**src/rtl/arb_pkg.sv**
```systemverilog
// Shared types and default sizing for the asynchronous-request round-robin arbiter.
package arb_pkg;

  localparam int DEF_NUM_REQ  = 4;
  localparam int DEF_MAX_HOLD = 255;

  typedef enum logic [1:0] {
    IDLE    = 2'd0,
    GRANT   = 2'd1,
    RELEASE = 2'd2
  } arb_state_t;

endpackage

```
**src/rtl/req_sync.sv**
```systemverilog
// Single-bit two-flop synchronizer bringing one raw request line into the clk domain.
module req_sync (
  input  logic clk,
  input  logic n_rst,
  input  logic d,
  output logic q
);

  logic meta;

  // NOTE: sequential state uses non-blocking assignments so every flop samples pre-edge values.
  always_ff @(posedge clk or negedge n_rst) begin
    if (!n_rst) begin
      meta <= 1'b0;
      q    <= 1'b0;
    end else begin
      meta <= d;
      q    <= meta;
    end
  end

endmodule

```
**src/rtl/async_req_arbiter.sv**
```systemverilog
// Round-robin arbiter for NUM_REQ asynchronous 4-phase requesters with a mandatory release cycle.
// Optional grant watchdog and requester masking are enabled by defining ARB_HOLD_TIMEOUT_EN.
module async_req_arbiter
  import arb_pkg::*;
#(
  parameter int NUM_REQ  = DEF_NUM_REQ,
  parameter int MAX_HOLD = DEF_MAX_HOLD,
  parameter int ID_W     = $clog2(NUM_REQ)
) (
  input  logic               clk,
  input  logic               n_rst,
  input  logic [NUM_REQ-1:0] async_req,
  output logic [NUM_REQ-1:0] gnt,
  output logic [ID_W-1:0]    owner_id,
  output logic               busy,
  output logic               grant_pulse,
  output logic               timeout_err
);

  arb_state_t         state_q, state_d;
  logic [NUM_REQ-1:0] sreq, elig;
  logic [NUM_REQ-1:0] gnt_q, gnt_d;
  logic [ID_W-1:0]    owner_q, owner_d, rr_q, rr_d, winner, idx;
  logic               busy_q, busy_d, pulse_q, pulse_d;
  logic               found, take, drop, owner_req, hold_expired;

  for (genvar g = 0; g < NUM_REQ; g++) begin : g_sync
    req_sync u_sync (
      .clk   (clk),
      .n_rst (n_rst),
      .d     (async_req[g]),
      .q     (sreq[g])
    );
  end

  assign owner_req = sreq[owner_q];

`ifdef ARB_HOLD_TIMEOUT_EN
  localparam int HOLD_W = $clog2(MAX_HOLD + 1);

  logic [HOLD_W-1:0]  hold_q;
  logic [NUM_REQ-1:0] mask_q, mask_set;
  logic               force_rel, tmo_q;

  assign hold_expired = (hold_q == HOLD_W'(MAX_HOLD - 1));
  assign force_rel    = (state_q == GRANT) && owner_req && hold_expired;
  assign elig         = sreq & ~mask_q;
  assign timeout_err  = tmo_q;

  always_comb begin
    mask_set = '0;
    if (force_rel) mask_set[owner_q] = 1'b1;
  end

  // A timed-out requester stays masked until its request is seen low once.
  always_ff @(posedge clk or negedge n_rst) begin
    if (!n_rst) begin
      hold_q <= '0;
      mask_q <= '0;
      tmo_q  <= 1'b0;
    end else begin
      if (take)                   hold_q <= '0;
      else if (state_q == GRANT)  hold_q <= hold_q + 1'b1;
      mask_q <= (mask_q | mask_set) & sreq;
      tmo_q  <= force_rel;
    end
  end
`else
  assign hold_expired = 1'b0;
  assign elig         = sreq;
  assign timeout_err  = 1'b0;
`endif

  // Search upward from rr_ptr with wrap; the first eligible requester wins.
  always_comb begin
    // NOTE: every comb output gets a default first so no path can infer a latch.
    found  = 1'b0;
    winner = '0;
    idx    = '0;
    for (int i = 0; i < NUM_REQ; i++) begin
      idx = ID_W'((int'(rr_q) + i) % NUM_REQ);
      if (!found && elig[idx]) begin
        found  = 1'b1;
        winner = idx;
      end
    end
  end

  always_ff @(posedge clk or negedge n_rst) begin
    if (!n_rst) begin
      state_q <= IDLE;
      gnt_q   <= '0;
      owner_q <= '0;
      rr_q    <= '0;
      busy_q  <= 1'b0;
      pulse_q <= 1'b0;
    end else begin
      state_q <= state_d;
      gnt_q   <= gnt_d;
      owner_q <= owner_d;
      rr_q    <= rr_d;
      busy_q  <= busy_d;
      pulse_q <= pulse_d;
    end
  end

  always_comb begin
    state_d = state_q;
    take    = 1'b0;
    drop    = 1'b0;
    unique case (state_q)
      IDLE: begin
        if (found) begin
          state_d = GRANT;
          take    = 1'b1;
        end
      end
      GRANT: begin
        if (!owner_req || hold_expired) begin
          state_d = RELEASE;
          drop    = 1'b1;
        end
      end
      RELEASE: state_d = IDLE;
      default: state_d = IDLE;
    endcase
  end

  always_comb begin
    gnt_d   = gnt_q;
    owner_d = owner_q;
    rr_d    = rr_q;
    busy_d  = busy_q;
    pulse_d = 1'b0;
    if (take) begin
      gnt_d         = '0;
      gnt_d[winner] = 1'b1;
      owner_d       = winner;
      busy_d        = 1'b1;
      pulse_d       = 1'b1;
    end else if (drop) begin
      gnt_d  = '0;
      busy_d = 1'b0;
      rr_d   = ID_W'((int'(owner_q) + 1) % NUM_REQ);
    end else if (state_q != GRANT) begin
      gnt_d  = '0;
      busy_d = 1'b0;
    end
  end

  assign gnt         = gnt_q;
  assign owner_id    = owner_q;
  assign busy        = busy_q;
  assign grant_pulse = pulse_q;

endmodule

```
**config.mk**
```make
export PLATFORM = sky130hd
export DESIGN_NAME = async_req_arbiter
export DESIGN_NICKNAME = d
export VERILOG_FILES = /design/src/rtl/arb_pkg.sv /design/src/rtl/req_sync.sv /design/src/rtl/async_req_arbiter.sv
export SDC_FILE = /design/constraint.sdc
export NUM_CORES = 1
export LEC_CHECK = 0
export CORE_UTILIZATION = 48
export DETAILED_ROUTE_END_ITERATION = 10
export PLACE_DENSITY = 0.76
export SYNTH_ARGS = -nofsm -noshare
export SYNTH_HDL_FRONTEND = slang
export SYNTH_SLANG_ARGS = --single-unit
export TNS_END_PERCENT = 20
```
**constraint.sdc**
```tcl
create_clock -name clk -period 1.7 [get_ports clk]
set_input_delay 0.34 -clock clk [delete_from_list [all_inputs] [get_ports clk]]
set_output_delay 0.34 -clock clk [all_outputs]
set_load 0.1 [all_outputs]
```
==> metrics.json <==
{
  "run_status": {"value": "completed"},
  "setup_total_negative_slack": {"value": 0, "unit": "ns"},
  "worst_margin_pin_slew": {"value": 0.533, "unit": "ns"},
  "synth_simple_gate_area_share": {"value": 10.4, "unit": "%"},
  "tritoncts_num_sinks": {"value": 20},
  "max_cap_violations": {"value": 0},
  "gr-total-overflow": {"value": 0},
  "critical_path_peak_fanout": {"value": 6},
  "end_kind": {"value": "register"},
  "min_period": {"value": 1.62, "unit": "ns"},
  "post_synth_fa_ha_maj_area_fraction": {"value": 0, "unit": "%"},
  "io_buffer_count": {"value": 13},
  "ios": {"value": 15},
  "maxSlewViolCount": {"value": 0},
  "tritoncts.num_buffers": {"value": 3},
  "worstHoldPathType": {"value": "input port to asynchronous set/reset pin"},
  "path_delay_family": {"value": "multiplexers"},
  "number_of_antenna_violations_at_the_first_check_in_global_routing": {"value": 0},
  "tritoncts_clock_tree": {"value": "yes"},
  "drc": {"value": 0},
  "synth_warnings": {"value": 0},
  "vias_per_std_cell": {"value": 5.79},
  "critPathKind": {"value": "register to register"},
  "floorplan.die.height": {"value": 42.0, "unit": "um"},
  "sequential_cell_area_fraction_in_the_yosys_report": {"value": 65.3, "unit": "%"},
  "total_placed_cells_including_tap_cells": {"value": 82},
  "synth_mux_area_share": {"value": 5.87, "unit": "%"},
  "area_delta_synth_final": {"value": 35.6, "unit": "%"},
  "htree_levels": {"value": 1},
  "post_synth_num_cell_types": {"value": 23},
  "num_vias": {"value": 498},
  "cts_root_buffer": {"value": "sky130_fd_sc_hd__clkbuf_4"},
  "finalInstanceArea": {"value": 0.00104, "unit": "mm2"},
  "peak_per_stage_delay_on_the_critical_path": {"value": 0.56, "unit": "ns"},
  "largest_family_of_logic_cells_by_synthesized_area": {"value": "compound AO/OA/AOI/OAI gates"},
  "synth.top_cell.area_share": {"value": 65.3, "unit": "%"},
  "finish.net_count": {"value": 77},
  "fmax": {"value": 617, "unit": "MHz"},
  "placement_rows": {"value": 14},
  "report.final.hold_viol_count": {"value": 0},
  "insertedDiodeCount": {"value": 0},
  "critPathRequiredTime": {"value": 1.89, "unit": "ns"},
  "core_box_area": {"value": 0.00151, "unit": "mm2"},
  "die_area": {"value": 0.00176, "unit": "mm2"},
  "dieWidth": {"value": 42.0, "unit": "um"},
  "setup_viol": {"value": 0},
  "wirelength": {"value": 1.30, "unit": "mm"},
  "place.gp.congestion": {"value": 0.709},
  "detail_route.iter0.violations": {"value": 17},
  "clk_transition_reported_paths": {"value": 0.11, "unit": "ns"},
  "synth_xor_area_share": {"value": 1.14, "unit": "%"},
  "mostFrequentLayoutCells": {"value": "sky130_fd_sc_hd__dfrtp_1, sky130_fd_sc_hd__buf_12, sky130_fd_sc_hd__clkdlybuf4s50_1, sky130_fd_sc_hd__a21oi_1, sky130_fd_sc_hd__a32o_1"},
  "layout_worst_path_cycle_share": {"value": 95.4, "unit": "%"},
  "synthesis.instances": {"value": 54},
  "layoutNonFillerInstCount": {"value": 86},
  "synth.cell_area": {"value": 767, "unit": "um2"},
  "synth_compound_area_share": {"value": 14.7, "unit": "%"},
  "netlist.top_cell.by_area": {"value": "sky130_fd_sc_hd__dfrtp_1"},
  "critPathArrivalTime": {"value": 1.82, "unit": "ns"},
  "layout_cell_share_with_drive_strength_beyond_1": {"value": 28.6, "unit": "%"},
  "ys_top_cells_by_area": {"value": "sky130_fd_sc_hd__dfrtp_1, sky130_fd_sc_hd__a32o_1, sky130_fd_sc_hd__mux2_2, sky130_fd_sc_hd__mux4_2, sky130_fd_sc_hd__a21oi_1"},
  "fin_skew": {"value": 0.00543, "unit": "ns"},
  "rsz0062_at_grt": {"value": "no"},
  "r2r-start": {"value": "owner_id[0]"},
  "combined_buffer_and_inverter_count_along_the_critical_path": {"value": 0},
  "layout_commonest_cell": {"value": "sky130_fd_sc_hd__dfrtp_1"},
  "total_cell_area_at_the_placement_stage": {"value": 997, "unit": "um2"},
  "critPathLaunch": {"value": "owner_id[0]"},
  "critPathSlowestCell": {"value": "sky130_fd_sc_hd__mux4_2"},
  "postSynthAreaPerCell": {"value": 14.2, "unit": "um2"},
  "dp_hpwl": {"value": 967, "unit": "um"},
  "grt_start_max_net_pins": {"value": 21},
  "total_routing_usage_reported_by_global_routing": {"value": 18.0, "unit": "%"},
  "synth.ff_latch_count": {"value": 20},
  "cts.repair_timing.setup_buffer_count": {"value": 0},
  "start_util": {"value": 50.9, "unit": "%"},
  "global_route_wire_length_before_repair": {"value": 2.26, "unit": "mm"},
  "critical_path.cell_chain": {"value": "mux4_2 -> and3b_1 -> or2_1"},
  "clock_latency": {"value": 0.30, "unit": "ns"},
  "timing.critical_path.from_type": {"value": "register"},
  "drtAntennaViolNets": {"value": 0},
  "post_synthesis_net_count": {"value": 60},
  "first_global_vias": {"value": 474},
  "detail_route.wl_per_cell": {"value": 15.1, "unit": "um"},
  "clock_tree.buffer_depth": {"value": 2},
  "firstDrtPassIters": {"value": 4},
  "worst_slew_margin_rel": {"value": 64.3, "unit": "%"}
}
## per-layer routing
layer	routed length (um)	vias to the layer above	GRT usage, %
li1	-	230	-
met1	562	243	26.0
met2	625	20	24.4
met3	67	5	3.88
met4	39	0	11.6
met5	0	-	0
## per-stage QoR
stage	hold slack [ns]	util (%)	worst slack, ns
floorplan	0.0444	-	-0.0962
global placement	0.333	66.2	0.157
detailed placement	0.340	66.2	0.0798
CTS	0.359	68.6	0.0538
global route	0.372	69.0	0.00990
finish	0.357	69.0	0.0784
## synth_stat cells (all sizes together)
cell type,number
a21o,2
a21oi,4
a221o,1
a221oi,1
a32o,4
and3b,1
buf,2
conb,1
dfrtp,20
inv,1
mux2,2
mux4,1
nand2b,2
nor2,3
nor2b,2
nor3,1
nor3b,1
nor4,1
o32a,1
o32ai,1
or2,1
xnor2,1
## path summary, 6_finish.rpt
kind                                       to  slack [ns]  cells after the start
setup / recovery                   state_q[0]        0.08                      3
hold / removal                         gnt[0]        0.36                      2
setup reg to reg                   state_q[0]        0.08                      3
hold reg to reg            g_sync[2].u_sync.q        0.36                      0
max in group asynchronous         owner_id[0]        1.12                      2
min in group clk           g_sync[2].u_sync.q        0.36                      0
## cell type report
| type | instances | area [um2] |
|---|---|---|
| tap | 16 | 20.0 |
| fill | 105 | 467 |
| multi-input combinational | 31 | 256 |
| sequential | 20 | 505 |
| clock buffer | 4 | 36.3 |
| inverter | 1 | 3.75 |
| timing repair buffer | 14 | 218 |
## what timing repair did
action | CTS | global route
resized for setup | 0 | 1
hold buffers | 0 | 0
endpoints found under the setup margin | 0 | 1
## state kept, by name (all words and copies together), names as in the netlist
register            cells
g_sync.u_sync.meta      4
g_sync.u_sync.q         4
gnt                     4
owner_id                2
rr_q                    2
state_q                 2
busy                    1
grant_pulse             1
## kinds of logic after synthesis
logic type | count (synthesis)
buf+inv | 3
simple gates | 12
xor+xnor | 1
other cells | 1
compound gates | 14
flops | 20
mux | 3
Power is not shown: default switching activity piles up to over one toggle a cycle in this logic, so the estimate is an artifact.
